==> src/rtl/conversor_binario_bcd_pkg.sv <==
// Shared definitions for the binary-to-BCD converter: FSM encoding and digit geometry.
package conversor_binario_bcd_pkg;

  typedef enum logic [1:0] {
    IDLE,
    CONV,
    FIN
  } estado_t;

  localparam int unsigned ANCHO_DIGITO = 4;
  localparam int unsigned NUM_DIGITOS  = 4;
  localparam int unsigned ANCHO_BCD    = ANCHO_DIGITO * NUM_DIGITOS;
  localparam logic [ANCHO_DIGITO-1:0] UMBRAL_SUMA3 = 4'd5;

endpackage

==> src/rtl/conversor_binario_bcd_if.sv <==
// Start/operand handshake and BCD result bus of the converter.
interface conversor_binario_bcd_if #(
  parameter int unsigned ANCHO = 10
);
  import conversor_binario_bcd_pkg::*;

  logic                    inicio;
  logic [ANCHO-1:0]        dato;
  logic                    ocupado;
  logic                    listo;
  logic [ANCHO_DIGITO-1:0] unidades;
  logic [ANCHO_DIGITO-1:0] decenas;
  logic [ANCHO_DIGITO-1:0] centenas;
  logic [ANCHO_DIGITO-1:0] millares;

  modport master (
    output inicio, dato,
    input  ocupado, listo, unidades, decenas, centenas, millares
  );

  modport slave (
    input  inicio, dato,
    output ocupado, listo, unidades, decenas, centenas, millares
  );

endinterface

==> src/rtl/conversor_binario_bcd_ajuste_suma3.sv <==
// Double-dabble digit correction: a digit of 5 or more gets 3 added before the shift.
module ajuste_suma3
  import conversor_binario_bcd_pkg::*;
(
  input  logic [ANCHO_DIGITO-1:0] digito,
  output logic [ANCHO_DIGITO-1:0] ajustado
);

  always_comb begin
    ajustado = digito;
    if (digito >= UMBRAL_SUMA3) ajustado = digito + 4'd3;
  end

endmodule

==> src/rtl/conversor_binario_bcd.sv <==
// Sequential double-dabble converter: one bit per CONV cycle, result latched on entry to FIN.
module conversor_binario_bcd
  import conversor_binario_bcd_pkg::*;
#(
  parameter int unsigned ANCHO = 10
) (
  input logic              clk,
  input logic              reset,
  conversor_binario_bcd_if.slave bus
);

  localparam logic [3:0] ULTIMA = 4'(ANCHO - 1);

  estado_t              estado, estado_sig;
  logic [ANCHO-1:0]     binario, binario_sig;
  logic [ANCHO_BCD-1:0] bcd, bcd_sig, bcd_ajustado;
  logic [ANCHO_BCD-1:0] salida, salida_sig;
  logic [3:0]           cuenta, cuenta_sig;

  for (genvar g = 0; g < NUM_DIGITOS; g++) begin : g_ajuste
    ajuste_suma3 u_ajuste (
      .digito   (bcd[g*ANCHO_DIGITO +: ANCHO_DIGITO]),
      .ajustado (bcd_ajustado[g*ANCHO_DIGITO +: ANCHO_DIGITO])
    );
  end

  always_comb begin
    estado_sig  = estado;
    binario_sig = binario;
    bcd_sig     = bcd;
    cuenta_sig  = cuenta;
    salida_sig  = salida;
    case (estado)
      IDLE: begin
        if (bus.inicio) begin
          binario_sig = bus.dato;
          bcd_sig     = '0;
          cuenta_sig  = '0;
          estado_sig  = CONV;
        end
      end
      CONV: begin
        bcd_sig     = {bcd_ajustado[ANCHO_BCD-2:0], binario[ANCHO-1]};
        binario_sig = binario << 1;
        cuenta_sig  = cuenta + 4'd1;
        // The last iteration's shifted scratch goes straight to the outputs.
        if (cuenta == ULTIMA) begin
          salida_sig = bcd_sig;
          estado_sig = FIN;
        end
      end
      FIN:     estado_sig = IDLE;
      default: estado_sig = IDLE;
    endcase
  end

  always_ff @(posedge clk) begin
    if (!reset) begin
      estado  <= IDLE;
      binario <= '0;
      bcd     <= '0;
      cuenta  <= '0;
      salida  <= '0;
    end else begin
      estado  <= estado_sig;
      binario <= binario_sig;
      bcd     <= bcd_sig;
      cuenta  <= cuenta_sig;
      salida  <= salida_sig;
    end
  end

  assign bus.ocupado  = (estado == CONV);
  assign bus.listo    = (estado == FIN);
  assign bus.millares = salida[15:12];
  assign bus.centenas = salida[11:8];
  assign bus.decenas  = salida[7:4];
  assign bus.unidades = salida[3:0];

endmodule

==> src/flat_wrapper.sv <==
// flat-port wrapper written by rule: the top's interface ports become plain ports
module conversor_binario_bcd_flat import conversor_binario_bcd_pkg::*;
#(
  parameter int unsigned ANCHO = 10
)
  (clk, reset, bus_inicio, bus_dato, bus_ocupado, bus_listo, bus_unidades, bus_decenas, bus_centenas, bus_millares);
  conversor_binario_bcd_if #(.ANCHO(ANCHO)) bus_i ();
  input logic clk;
  input logic reset;
  input wire logic [$bits(bus_i.inicio)-1:0] bus_inicio;
  input wire logic [$bits(bus_i.dato)-1:0] bus_dato;
  output wire logic [$bits(bus_i.ocupado)-1:0] bus_ocupado;
  output wire logic [$bits(bus_i.listo)-1:0] bus_listo;
  output wire logic [$bits(bus_i.unidades)-1:0] bus_unidades;
  output wire logic [$bits(bus_i.decenas)-1:0] bus_decenas;
  output wire logic [$bits(bus_i.centenas)-1:0] bus_centenas;
  output wire logic [$bits(bus_i.millares)-1:0] bus_millares;
  assign bus_i.inicio = bus_inicio;
  assign bus_i.dato = bus_dato;
  assign bus_ocupado = bus_i.ocupado;
  assign bus_listo = bus_i.listo;
  assign bus_unidades = bus_i.unidades;
  assign bus_decenas = bus_i.decenas;
  assign bus_centenas = bus_i.centenas;
  assign bus_millares = bus_i.millares;
  conversor_binario_bcd #(.ANCHO(ANCHO)) u_core (.clk(clk), .reset(reset), .bus(bus_i));
endmodule
==> config.mk <==
export PLATFORM = sky130hd
export DESIGN_NAME = conversor_binario_bcd_flat
export DESIGN_NICKNAME = d
export VERILOG_FILES = /design/src/rtl/conversor_binario_bcd_pkg.sv /design/src/rtl/conversor_binario_bcd_if.sv /design/src/rtl/conversor_binario_bcd_ajuste_suma3.sv /design/src/rtl/conversor_binario_bcd.sv /design/src/flat_wrapper.sv
export SDC_FILE = /design/constraint.sdc
export NUM_CORES = 1
export LEC_CHECK = 0
export ABC_CLOCK_PERIOD_IN_PS = 1240
export CAP_MARGIN = 30
export CORE_UTILIZATION = 49
export DETAILED_ROUTE_END_ITERATION = 6
export GPL_TIMING_DRIVEN = 1
export PLACE_DENSITY = 0.84
export SYNTH_ARGS = -nofsm -noshare
export SYNTH_HDL_FRONTEND = slang
export SYNTH_HIERARCHICAL = 1
export SYNTH_SLANG_ARGS = --single-unit
==> constraint.sdc <==
create_clock -name clk -period 1.24 [get_ports clk]
set_input_delay 0.248 -clock clk [delete_from_list [all_inputs] [get_ports clk]]
set_output_delay 0.248 -clock clk [all_outputs]
set_load 0.02 [all_outputs]
# [After elaboration in Yosys (flattened, before gate mapping)]
# Index checks and enable logic that the tools add are counted.
[classes] mux=13 addsub=5 magnitude_cmp=4 n_reduce_logical=5 n_eq_ne=5
[op_table] operator="one-hot mux 16 bit (2 select lines)" n=1
[op_table] operator="one-hot mux 10 bit (2 select lines)" n=1
[op_table] operator="greater-or-equal comparator 4 x 3 -> 1 bit, second input constant" n=4
[op_table] operator="two-way mux 16 bit" n=1
[op_table] operator="two-way mux 4 bit" n=4
[op_table] operator="adder 4 x 2 -> 4 bit, second input constant" n=3
[op_table] operator="two-way mux 10 bit" n=1
[op_table] operator="one-hot mux 4 bit (2 select lines)" n=1
[op_table] operator="AND reduction 2 bit" n=3
[op_table] operator="adder 4 x 1 -> 4 bit, second input constant" n=1
[op_table] operator="== test 4 bit, second input constant" n=1
[op_table] operator="two-way mux 2 bit" n=2
[op_table] operator="one-hot mux 2 bit (2 select lines)" n=1
[op_table] operator="adder 3 x 2 -> 3 bit, second input constant" n=1
[op_table] operator="two-way mux 3 bit" n=1
[op_table] operator="== test 2 x 1 -> 1 bit, second input constant" n=1
[op_table] operator="== test 2 bit, second input constant" n=1
[op_table] operator="zero test 2 bit" n=1
[op_table] operator="inequality test 2 x 1 -> 1 bit, second input constant" n=1
[op_table] operator="inequality test 2 bit, second input constant" n=1
[op_table] operator="nonzero test 2 bit" n=1
[word_totals] elab_cells=37 register_bits=48 input_bits=13

# [Longest topological paths before layout]
# Gate-level depths: netlist of the first run.
[logic_depth] ltp_word=3 depth_mapped=7

# [Hierarchy]
# The synthesis of the first run kept the hierarchy.
[modules_own_cells] module="conversor_binario_bcd" area_each_um2=1931.9 cells_each=195 instances=1 seq_area_each_um2=960.9
[modules_own_cells] module="ajuste_suma3" area_each_um2=101.3 cells_each=16 instances=4 seq_area_each_um2=0.0

# [Worst setup path before layout of the first run]
# No wires, ideal clock.
[synth_path] path_kind="flip-flop to flip-flop" from="reg u_core.estado[0]" to="reg u_core.salida[10]" path_stages_with_launch=7 slack_ns=-0.108 required_time_ns=1.168 setup_ns=0.072 period_less_slack_ns=1.348 arrival_ns=1.277 path_cell_list="dfxtp_1 -> nor2b_2 -> buf_6 -> and4b_1 -> buf_6 -> buf_8 -> mux2i_1"
[synth_between] elab_chain_cells=2
[synth_rtl] item="start, declared" line="conversor_binario_bcd.sv:14" source="estado_t estado, estado_sig;"
[synth_rtl] item="start signal, assigned" line="conversor_binario_bcd.sv:65" source="estado <= estado_sig;"
[synth_rtl] item="== test 2 x 1 -> 1 bit"
[synth_rtl] item="named net bus_ocupado" line="flat_wrapper.sv:12" source="output wire logic [$bits(bus_i.ocupado)-1:0] bus_ocupado;"
[synth_rtl] item="AND reduction 2 bit (no source line)"
[synth_rtl] item="end signal, assigned" line="conversor_binario_bcd.sv:69" source="salida <= salida_sig;"
[synth_rtl] item="end, declared" line="conversor_binario_bcd.sv:17" source="logic [ANCHO_BCD-1:0] salida, salida_sig;"
# The timed path passes the listed nets, and every way through them passes these cells.
# A chain may end at the register's enable or synchronous reset.

# [Worst setup path in the final report of the first run]
[layout_path] from="reg u_core.bcd[5]" to="reg u_core.salida[6]"
[layout_between] elab_chain_cells=2 word_cells_on_any_way=3
[layout_rtl] item="start, declared" line="conversor_binario_bcd.sv:16" source="logic [ANCHO_BCD-1:0] bcd, bcd_sig, bcd_ajustado;"
[layout_rtl] item="start signal, assigned" line="conversor_binario_bcd.sv:67" source="bcd <= bcd_sig;"
[layout_rtl] item="adder 4 x 2 -> 4 bit or greater-or-equal comparator 4 x 3 -> 1 bit (tied branches)" line="conversor_binario_bcd_ajuste_suma3.sv:11" source="if (digito >= UMBRAL_SUMA3) ajustado = digito + 4'd3;"
[layout_rtl] item="two-way mux 4 bit *" line="conversor_binario_bcd_ajuste_suma3.sv:11"
[layout_rtl] item="named net u_core.bcd_ajustado[5]" line="conversor_binario_bcd.sv:16"
# The timed path passes the listed nets; every way through them passes the cells marked *.

==> results.md, run 1 <==
- The first-pass GRT wire length is 9260 um.
- The die footprint is 5010 um^2.
- Setup violations remaining at the end of the flow were counted as 37.
- The final instance area is between 3000 and 4000 um^2.
- The total core area is between 4000 and 5000 um^2.
- For the pin with the worst max-slew slack, the measured transition is 0.322 ns.
- The area of placed instances is 2880 um^2.
- The smallest clock period supported by the final layout is computed as 1.49 ns.
- In the routed layout, each cell is associated on average with a via count of 5.60.
- The net count after synthesis is ~280.
- The power dissipated by switching net loads is 0.000703 W.
- The count of antenna-violating nets left after detailed routing is 0.
- The floorplan has 24 rows.
- The number of maximum-capacitance constraint violations is 0.
- The CTS H-tree depth is 2.
- For the worst setup path, the data required time is 1.46 ns.
- The run finished, with violations left.
- The nature of the critical path startpoint is a register.
- On the final layout, the worst clock skew is 0.00574 ns.
- The post-cts hold buffer count is 0.
- The initial utilization of the core area, before any placement, comes to 52.1%.
- In this run the critical register-to-register path is launched from u_core/bcd[5].
- The chip height is 70.8 um.
- Summed over all layers, the global routing overflow is 0.
- In the routed design, unresolved DRC markers number 8.
- Relative to the synthesized area, the layout overhead comes to 51.5%.
- The switching share of power is 22.0%.
- In the final routed layout, each cell accounts on average for around 17 um.
- The average cell area after synthesis is approximately 9.1 um^2.
- Counting the fill cells in the layout gives ~250.
- The clock latency on the worst-skew pair is 0.30 ns.
- Summed over all layers, the routed wires come to 6580 um.
- The post-CTS clock slew at the launch and capture registers of the worst setup and hold paths is 0.08 ns.
- The first TritonRoute pass finished after 7 iterations.
- The area occupied by registers is approximately 990 um^2.
- Setup repair after global routing could not meet its margin everywhere.
- The endpoint of the worst hold path is u_core/salida[13].
- The worst slew slack as a fraction of its limit is 78.4%.
- The routability congestion estimate from global placement is between 0.7 and 0.8.
- The count of boundary I/O pins is 31.
- The sequential share of power is about half.
- Measured in cells, the most critical reg-to-reg path has a length of 7.
- Walking the worst path, the cells encountered are inv_4, ha_4, nand2b_4, a21oi_4, mux2i_2, nand2_1, mux2i_1.
- Of the cells placed in the final design, the portion with a size suffix greater than 1 is 39.0%.
- The count of buffers added on input and output ports is 30.
- The path class of the lowest-slack min-delay path is register to register.
- The critical path launch point is u_core/bcd[5].
- The logic gate share of total power is between 10% and 20%.
- The synthesized netlist occupies a cell area of about 2300 um^2.
- The hold violation count in the final report is 0.
- In this design, the largest share of critical-path delay is due to multiplexers.
- The critical path is of the register to register type.
- In this design, the stage delay of the slowest critical-path cell is 0.36 ns.
- The number of buffers and inverters on the critical path is 1.
- The peak supply drop is 0.937 mV.
- The number of slew-limit violations in the final report is 0.
- The die boundary width is 70.8 um.
- The area of the multi-input gates is 1500 um^2.
- Detailed placement finished with a half-perimeter wire length of between 3000 and 4000 um.
- TritonCTS built the clock tree.
- In the final design database the tool counted about 350 nets.
- The global-route usage over all layers is 23.8%.
- The detailed router's first-iteration violation count is 160.
- The maximum number of pins on one net before global-route repair is 22.
- The least setup slack across all paths after layout is -0.252 ns.
- Power spread over the standard cell area amounts to between 900 and 1000 nW/um^2.
- The top fanout value on the critical path is 3.
- The via count of the first global-routing pass is about 1900.
- The arrival time at the worst endpoint is 1.72 ns.
- Based on the critical path, the design can be clocked at up to 670 MHz.
- In the finished design, the share of the clock period the worst path needs comes to 120%.
- In this run the most critical hold path is launched from u_core/salida[13].
- The final reports fail on DRC, setup timing.
- The number of vias in the routed layout is 2117.
- On the critical path, the stage with the largest delay is an instance of sky130_fd_sc_hd__dfxtp_2.
- The clock net in this run drives a total of 48 sinks.
- The number of antenna diodes is 0.
- The worst-case clock buffer depth is 2.
- The number of stages on the worst setup path is 7.
- The analysis attributes to cell leakage a power of 1.43 nW.
- Across all register-to-register paths, the minimum setup slack is -0.25 ns.
- The capture point of the worst reg-to-reg path is u_core/salida[6].
- The worst hold slack after final layout is 0.458 ns.
- The clock root buffer master is sky130_fd_sc_hd__clkbuf_8.
- The number of clock buffers added by TritonCTS is 5.
- The endpoint kind of the worst setup timing path is a register.
- The warning count from the yosys run is 6.
- The initial antenna violation count is 0.
- The part of the power in the clock network is 38.0%.
- The cell-internal power is 0.00249 W.
- The count of mapped cells out of synthesis is 255.
- The worst hold path was traced through 2 stages.
sequential cells by signal (all words and copies together), names as in the netlist:
name,cells
u_core/estado,2
u_core/binario,10
u_core/bcd,16
u_core/salida,16
u_core/cuenta,4
area by class of cell:
| type | instances | area share [%] |
|---|---|---|
| clock buffers | 7 | 2.74 |
| clock inverters | 1 | 0.855 |
| inverters | 11 | 1.46 |
| multi-input cells | 178 | 42.6 |
| flip-flops and latches | 48 | 28.1 |
| well taps | 52 | 1.85 |
| repair buffers | 81 | 22.3 |
layout by cell type (no fill, tap or decap), types with 9 or more instances in the layout:
cell type                         instances
sky130_fd_sc_hd__clkdlybuf4s15_1         11
sky130_fd_sc_hd__mux2i_1                 17
sky130_fd_sc_hd__buf_4                   30
sky130_fd_sc_hd__nor2b_1                  9
sky130_fd_sc_hd__dfxtp_1                 37
sky130_fd_sc_hd__buf_6                   17
sky130_fd_sc_hd__a22o_1                  17
sky130_fd_sc_hd__nor2_1                  12
sky130_fd_sc_hd__clkdlybuf4s50_1         12
sky130_fd_sc_hd__nand2_1                 49
per-stage QoR:
| step | power (W) | worst slack, ns | util [%] | instances | TNS, ns |
|---|---|---|---|---|---|
| after floorplan | 0.00181 | -0.0645 | - | 255 | -1.08 |
| after detailed placement | 0.00193 | -0.250 | 64.8 | 347 | -9.03 |
| after global placement | 0.00192 | -0.196 | 64.8 | 347 | -7.66 |
| after CTS | 0.00315 | -0.187 | 72.7 | 364 | -2.87 |
| final | 0.00320 | -0.252 | 79.0 | 378 | -5.12 |
| after global routing | 0.00332 | -0.299 | 79.0 | 378 | -6.68 |
power by group through the flow:
| stage | combinational [W] | clock, W | sequential, W |
|---|---|---|---|
| global placement | 0.000283 | 0 | 0.00163 |
| detailed placement | 0.000291 | 0 | 0.00163 |
| floorplan | 0.000178 | 0 | 0.00163 |
| global route | 0.000413 | 0.00131 | 0.00160 |
| finish | 0.000390 | 0.00121 | 0.00159 |
| CTS | 0.000323 | 0.00124 | 0.00159 |
what timing repair did:
item	4_1_cts	5_1_grt
gates cloned	3	1
setup endpoints to repair	61	58
pin swaps	15	14
gates resized for setup	77	51
setup buffers	6	14
routing by layer:
layer | track usage (%) | vias up | wire (um)
li1 | - | 1016 | -
met1 | 30.0 | 985 | 2770
met2 | 40.7 | 95 | 3230
met3 | 5.13 | 21 | 427
met4 | 8.00 | 0 | 159
met5 | 0 | - | 0
worst min-delay path, cell delays in order, from the launching register on:
cell and delay, ns:
sky130_fd_sc_hd__dfxtp_1 0.31, sky130_fd_sc_hd__nand2_1 0.05, sky130_fd_sc_hd__mux2i_1 0.05
worst max path at each step:
stage | slack (ns) | endpoint
floorplan | -0.06 | u_core/salida[10]
global placement | -0.20 | u_core/bcd[9]
detailed placement | -0.25 | u_core/salida[11]
CTS | -0.19 | u_core/salida[10]
global route | -0.30 | u_core/salida[10]
finish | -0.25 | u_core/salida[6]
Power figures use the tool's default switching activity.
==> run 2: changes to the inputs <==
SLEW_MARGIN = 20   (was default)
==> results of run 2 <==
The final DEF is identical to that of run 1; final timing and power are the same.
==> run 3: changes to the inputs <==
SLEW_MARGIN = default   (was 20)
==> results of run 3 <==
The final DEF is identical to that of run 1; final timing and power are the same.
